<file path="src/rtl/pipe_ctrl.sv">
// Pipeline hazard/flush/halt controller with load-use stall and halt drain sequencing.
// Optional statistics counters are enabled with the PIPE_CTRL_STATS_EN macro.
module pipe_ctrl #(
  parameter int LOAD_LAT = 1,
  parameter int DEPTH    = 3,
  parameter int CNT_W    = 16
) (
  input  logic             clk,
  input  logic             rst_n,
  input  logic [4:0]       id_rs1,
  input  logic [4:0]       id_rs2,
  input  logic             id_uses_rs2,
  input  logic             id_halt,
  input  logic [4:0]       ex_rd,
  input  logic             ex_reg_wrenable,
  input  logic             ex_mem_to_reg,
  input  logic             ex_jump_taken,
  output logic             pc_en,
  output logic             fd_en,
  output logic             fd_flush,
  output logic             id_ex_bubble,
  output logic             halted,
  output logic [2:0]       state,
  output logic [CNT_W-1:0] stall_cnt,
  output logic [CNT_W-1:0] flush_cnt
);

  typedef enum logic [2:0] {
    RUN    = 3'd0,
    STALL  = 3'd1,
    FLUSH  = 3'd2,
    DRAIN  = 3'd3,
    HALTED = 3'd4
  } state_t;

  localparam logic [2:0] STALL_LOAD = 3'(LOAD_LAT - 1);
  localparam logic [2:0] DRAIN_LOAD = 3'(DEPTH - 1);

  state_t     state_q, state_d;
  logic [2:0] cnt_q, cnt_d;
  logic       hazard;

  assign hazard = ex_mem_to_reg & ex_reg_wrenable & (ex_rd != 5'd0) &
                  ((ex_rd == id_rs1) | (id_uses_rs2 & (ex_rd == id_rs2)));

  always_ff @(posedge clk or negedge rst_n) begin
    if (!rst_n) begin
      state_q <= RUN;
      cnt_q   <= 3'd0;
    end else begin
      state_q <= state_d;
      cnt_q   <= cnt_d;
    end
  end

  // The RUN cycle that detects a hazard is itself the first stall cycle, so STALL
  // leaves one count early; DRAIN counts all DEPTH bubbles after the halt advances.
  always_comb begin
    state_d      = state_q;
    cnt_d        = cnt_q;
    pc_en        = 1'b0;
    fd_en        = 1'b0;
    fd_flush     = 1'b0;
    id_ex_bubble = 1'b1;
    halted       = 1'b0;
    case (state_q)
      RUN: begin
        if (ex_jump_taken) begin
          pc_en    = 1'b1;
          fd_en    = 1'b1;
          fd_flush = 1'b1;
          state_d  = FLUSH;
        end else if (hazard) begin
          cnt_d   = STALL_LOAD;
          state_d = (LOAD_LAT > 1) ? STALL : RUN;
        end else if (id_halt) begin
          id_ex_bubble = 1'b0;
          cnt_d        = DRAIN_LOAD;
          state_d      = DRAIN;
        end else begin
          pc_en        = 1'b1;
          fd_en        = 1'b1;
          id_ex_bubble = 1'b0;
        end
      end
      STALL: begin
        cnt_d = (cnt_q == 3'd0) ? 3'd0 : cnt_q - 3'd1;
        if (cnt_q <= 3'd1) state_d = RUN;
      end
      FLUSH: begin
        pc_en    = 1'b1;
        fd_en    = 1'b1;
        fd_flush = 1'b1;
        state_d  = RUN;
      end
      DRAIN: begin
        cnt_d = (cnt_q == 3'd0) ? 3'd0 : cnt_q - 3'd1;
        if (cnt_q == 3'd0) state_d = HALTED;
      end
      HALTED: begin
        halted = 1'b1;
      end
      default: begin
        state_d = RUN;
      end
    endcase
    if (!rst_n) begin
      pc_en        = 1'b0;
      fd_en        = 1'b0;
      fd_flush     = 1'b0;
      id_ex_bubble = 1'b1;
      halted       = 1'b0;
    end
  end

  assign state = state_q;

`ifdef PIPE_CTRL_STATS_EN
  logic             stallEvent;
  logic [CNT_W-1:0] stallCnt_q, flushCnt_q;

  assign stallEvent = (state_q == STALL) |
                      ((state_q == RUN) & ~ex_jump_taken & hazard);

  // Both counters saturate at all-ones rather than wrapping.
  always_ff @(posedge clk or negedge rst_n) begin
    if (!rst_n) begin
      stallCnt_q <= '0;
      flushCnt_q <= '0;
    end else begin
      if (stallEvent && (stallCnt_q != {CNT_W{1'b1}})) stallCnt_q <= stallCnt_q + 1'b1;
      if (fd_flush && (flushCnt_q != {CNT_W{1'b1}})) flushCnt_q <= flushCnt_q + 1'b1;
    end
  end

  assign stall_cnt = stallCnt_q;
  assign flush_cnt = flushCnt_q;
`else
  assign stall_cnt = '0;
  assign flush_cnt = '0;
`endif

endmodule

</file>
<file path="config.mk">
export PLATFORM = sky130hd
export DESIGN_NAME = pipe_ctrl
export DESIGN_NICKNAME = d
export VERILOG_FILES = /design/src/rtl/pipe_ctrl.sv
export SDC_FILE = /design/constraint.sdc
export NUM_CORES = 1
export LEC_CHECK = 0
export ABC_AREA = 1
export CAP_MARGIN = 0
export CORE_ASPECT_RATIO = 0.7
export CORE_MARGIN = 5
export CORE_UTILIZATION = 32
export DETAILED_ROUTE_END_ITERATION = 16
export GPL_TIMING_DRIVEN = 0
export PLACE_DENSITY_LB_ADDON = 0.08
export SETUP_SLACK_MARGIN = 0.02
export SYNTH_ARGS = -nofsm -noshare
export SYNTH_HDL_FRONTEND = slang
export SYNTH_SLANG_ARGS = --single-unit
</file>
<file path="constraint.sdc">
create_clock -name clk -period 1.3 [get_ports clk]
set_input_delay 0.26 -clock clk [delete_from_list [all_inputs] [get_ports clk]]
set_output_delay 0.26 -clock clk [all_outputs]
set_load 0.01 [all_outputs]
</file>
# Yosys cells after proc, flatten, opt, wreduce, memory -nomap -nowiden
# Index checks and enable logic that the tools add are counted.
# Widths: inputs -> output; s select.
dict set report word_totals {
  inputBits 22
  register_bits 6
  output_inout_bits 40
  wordCells 53
}
dict set report classes {
  n_mux 25
  bitwise_logic 6
  n_eq_ne 11
  reduce_logical 7
  n_addsub 1
  order_cmp 1
}
# operator n
set op_table {}
lappend op_table {{$mux 3} 9}
lappend op_table {{$mux 1} 12}
lappend op_table {{$pmux 3 s4} 1}
lappend op_table {{$eq 5x5->1} 2}
lappend op_table {{$eq 3x2->1 const B} 2}
lappend op_table {{$logic_not 3->1} 2}
lappend op_table {{$ne 2x2->1 const B} 3}
lappend op_table {{$pmux 3 s2} 1}
lappend op_table {{$reduce_bool 5->1} 1}
lappend op_table {{$and 1x1->1} 4}
lappend op_table {{$ne 4x4->1 const B} 1}
lappend op_table {{$pmux 1 s2} 2}
lappend op_table {{$reduce_and 4->1} 1}
lappend op_table {{$eq 3x1->1 const B} 1}
lappend op_table {{$eq 3x3->1 const B} 1}
lappend op_table {{$le 3x1->1 const B} 1}
lappend op_table {{$ne 3x3->1 const B} 1}
lappend op_table {{$reduce_and 3->1} 1}
lappend op_table {{$sub 3x1->3 const B} 1}
lappend op_table {{$reduce_bool 2->1} 1}
lappend op_table {{$reduce_or 2->1} 1}
lappend op_table {{$not 1->1} 1}
lappend op_table {{$or 1x1->1} 1}

# Longest topological paths before layout
dict set report depth {
  depth_word 8
  mapped_depth 11
  depth_no_buf 11
}

# Worst setup path after synthesis
# No wires, ideal clock.
dict set report synth_path {
  kind {register -> output}
  startpoint {register state_q[1] (netlist: state[1])}
  endpoint {output port pc_en}
  path_buffers 1
  arrival_ns 1.404
  stages_incl_launch_ff 7
  required_ns 1.040
  setup_slack_ns -0.364
  path_cell_list {dfrtp_1 > nor3_4 > nand2_1 > nand2_1 > nand3_1 > a21oi_1 > buf_4}
}
dict set report synth_via {
  elab_chain_cells 3
  word_cells_on_any_way 4
}
# element line_no
set synth_lines {}
lappend synth_lines {{from (decl)} 39} ;# state_t state_q, state_d;
lappend synth_lines {{from (signal assigned)} 51} ;# state_q <= state_d;
lappend synth_lines {{$eq 3x2->1 / $logic_not 3->1 (equally long branches)} -}
lappend synth_lines {{$pmux 1 s2 *} -}
lappend synth_lines {{$mux 1 *} -}
lappend synth_lines {{to (decl)} 18} ;# output logic pc_en,
# Mark *: on every way between the ends. The rest lies on a longest branch, timed or not.

# Worst setup path in the final report
dict set report layout_path {
  startpoint {register state_q[1] (netlist: state[1])}
  endpoint {output port pc_en}
}
dict set report layout_via {
  elab_chain_cells 3
  word_cells_on_any_way 4
}
# element line_no
set layout_lines {}
lappend layout_lines {{$eq 3x2->1 / $logic_not 3->1 (equally long branches)} 66} ;# case (state_q)
lappend layout_lines {{$pmux 1 s2 *} 66}
lappend layout_lines {{$mux 1 *} 107} ;# if (!rst_n) begin
# Marked as above.

==> flow_summary.json <==
{
  "crit_path_end_kind": "output pin",
  "hold-worst-slack_ns": 0.0571,
  "syn_area_um2": 905,
  "r2r_end": "state[0]",
  "diodes": 0,
  "design_power_total_uw": 2380,
  "syn_to_final_growth_pct": 76.1,
  "grt_pass1_wl_um": 4020,
  "cts.reportedPaths.clkPinSlew_ns": 0.04,
  "num_vias": 1053,
  "powerDensity_nw_per_um2": 1490,
  "fin_crit_ns": 1.74,
  "route.met2.wl_um": 1310,
  "h-tree-depth": 1,
  "clock.fmax_ghz": 0.574,
  "clock_skew_ns": 0.00101,
  "synthDistinctLibCells": 20,
  "ios": 62,
  "drtPass1Iterations": 4,
  "yosysWarnings": 0,
  "dp_slack_ns": -1.17,
  "track_usage": 0.128,
  "layout-drive-gt1-share": 0.472,
  "cts_hold_buf": 0,
  "synth-seq-cells": 6,
  "dp_hpwl_um": 1950,
  "mostFrequentLayoutCells": "buf_4 (44), nand2_1 (43), conb_1 (32)",
  "detail-route-antenna-nets": 0,
  "worstPathArrival_ns": 1.48,
  "drc": 0,
  "ctsLongestPathBuffers": 2,
  "critPathMaxFanout": 3,
  "endpoint": "pc_en",
  "fin_util": 0.577,
  "crit_chain": "nor3_4, nand2_1, nand2_1, nand3_2, a21oi_4, buf_6, buf_6",
  "coreArea_um2": 2760,
  "timing.rr.start": "state[0]",
  "die-height_um": 54.5,
  "status": "finished with violations",
  "grt_pass1_vias": 996,
  "cp-start-kind": "register",
  "finalWorstSetupSlack_ns": -0.443,
  "violations": "setup timing",
  "wl_per_cell_um": 9.95,
  "final_common_cell": "buf_4",
  "globalplace.congestion": 0.840,
  "nets": 260,
  "grt_max_degree": 10,
  "clk_latency_ns": 0.22,
  "period_share": 1.34,
  "reg2reg_depth": 11,
  "clock_sinks": 6,
  "drt_wl_total_um": 2700,
  "worstHoldPathType": "in -> async",
  "r2r_slack_ns": -0.24,
  "synthCells": 151,
  "required_ns": 1.04,
  "grt_overflow": 0,
  "cts-buffers-inserted": 3,
  "setup_viol": 12,
  "cellLeakagePower_uw": 0.000981,
  "hold_viol": 0,
  "wl_met3_um": 238,
  "maxSlewViolCount": 0,
  "cp-startpoint": "state[1]",
  "critPathMaxStageDelay_ns": 0.41,
  "cts_tree": "done",
  "rsz0062_at_grt": "true",
  "die_area_um2": 4010,
  "final_cell_area_um2": 1590,
  "top_layer": "met4",
  "antenna_found_initial": 0,
  "wl_met1_um": 1130,
  "die_w_um": 73.6,
  "dpl_cell_area_um2": 1380,
  "max_cap_viol_count": 0,
  "drt_iter0_drc": 18,
  "cts-root-buf": "clkbuf_8",
  "avgSynthCellArea_um2": 5.99,
  "peakVddDrop_v": 0.000745,
  "portBuffers": 29,
  "worstSetupPathType": "reg -> out",
  "initial_core_util": 0.327,
  "rows": 16,
  "slowest_stage": "dfrtp_2",
  "vias_per_cell": 3.89,
  "ys_seq_area_frac": 0.166
}
[timing repair]
item,4_1_cts,5_1_grt
setup endpoints to repair,14,12
setup buffers,13,7
resized for setup,76,38
pin swaps,16,13
[power by group]
group	switching [µW]	internal [µW]
clock network	80.8	211
logic	869	876
registers	75.8	267
[cells by family after synthesis]
kind of cell | share of synthesized area
AOI/OAI and AO/OA | 0.0387
xor gates and xnor gates | 0.00968
adders and majority gates | 0.0277
buffers and inverters | 0.378
DFF | 0.166
other | 0.00415
and+or+nand+nor | 0.376
[worst min-delay path by stage]
stage	startpoint	endpoint	slack [ns]
after floorplan	rst_n	cnt_q[0]	-0.04
after global placement	cnt_q[0]	cnt_q[0]	0.53
after detailed placement	cnt_q[0]	cnt_q[0]	0.54
after CTS	rst_n	state[2]	0.05
after global routing	rst_n	state[2]	0.08
final	rst_n	cnt_q[1]	0.06
[critical path, delay by kind of cell, from the launching register on]
kind,cells,cell delay [ns]
flip-flops,1,0.41
AND/OR/NAND/NOR,4,0.50
AO/OA/AOI/OAI,1,0.15
buffers and inverters,2,0.20
[sequential cells by signal (all words and copies together) (netlist names)]
signal / cells
state: 3
cnt_q: 3
[synth_stat cells]
library cell | instances | area (µm²)
a22oi_1 | 1 | 7.51
nor2_2 | 2 | 12.5
nor3_1 | 1 | 5.00
dfrtp_1 | 6 | 150
a21oi_1 | 3 | 15.0
ha_1 | 2 | 25.0
nor3_4 | 1 | 16.3
nand2_2 | 2 | 12.5
inv_1 | 18 | 67.6
inv_2 | 7 | 26.3
o211ai_1 | 1 | 7.51
nand3_1 | 10 | 50.1
buf_4 | 33 | 248
xnor2_1 | 1 | 8.76
nor2_4 | 1 | 11.3
nor2_1 | 11 | 41.3
o21ai_0 | 1 | 5.00
conb_1 | 1 | 3.75
nand2_1 | 46 | 173
nand4_1 | 3 | 18.8
[per-layer routing]
layer	track usage	up-vias
li1	-	561
met1	0.146	442
met2	0.241	46
met3	0.0312	4
met4	0.0331	0
met5	0	-
[area by class of cell]
type	count	area (µm²)
multi-input combinational	118	616
sequential	6	154
fill	269	1170
buffer	33	251
inverter	25	101
clock buffer	4	45.0
timing repair buffer	49	380
tap	36	45.0
[per-stage QoR]
step,TNS [ns],instances
CTS,-2.36,264
global route,-3.09,271
detailed placement,-7.52,247
global placement,-7.43,247
finish,-2.26,271
floorplan,-0.359,182
Note: power is estimated with default switching activity, not from simulation.
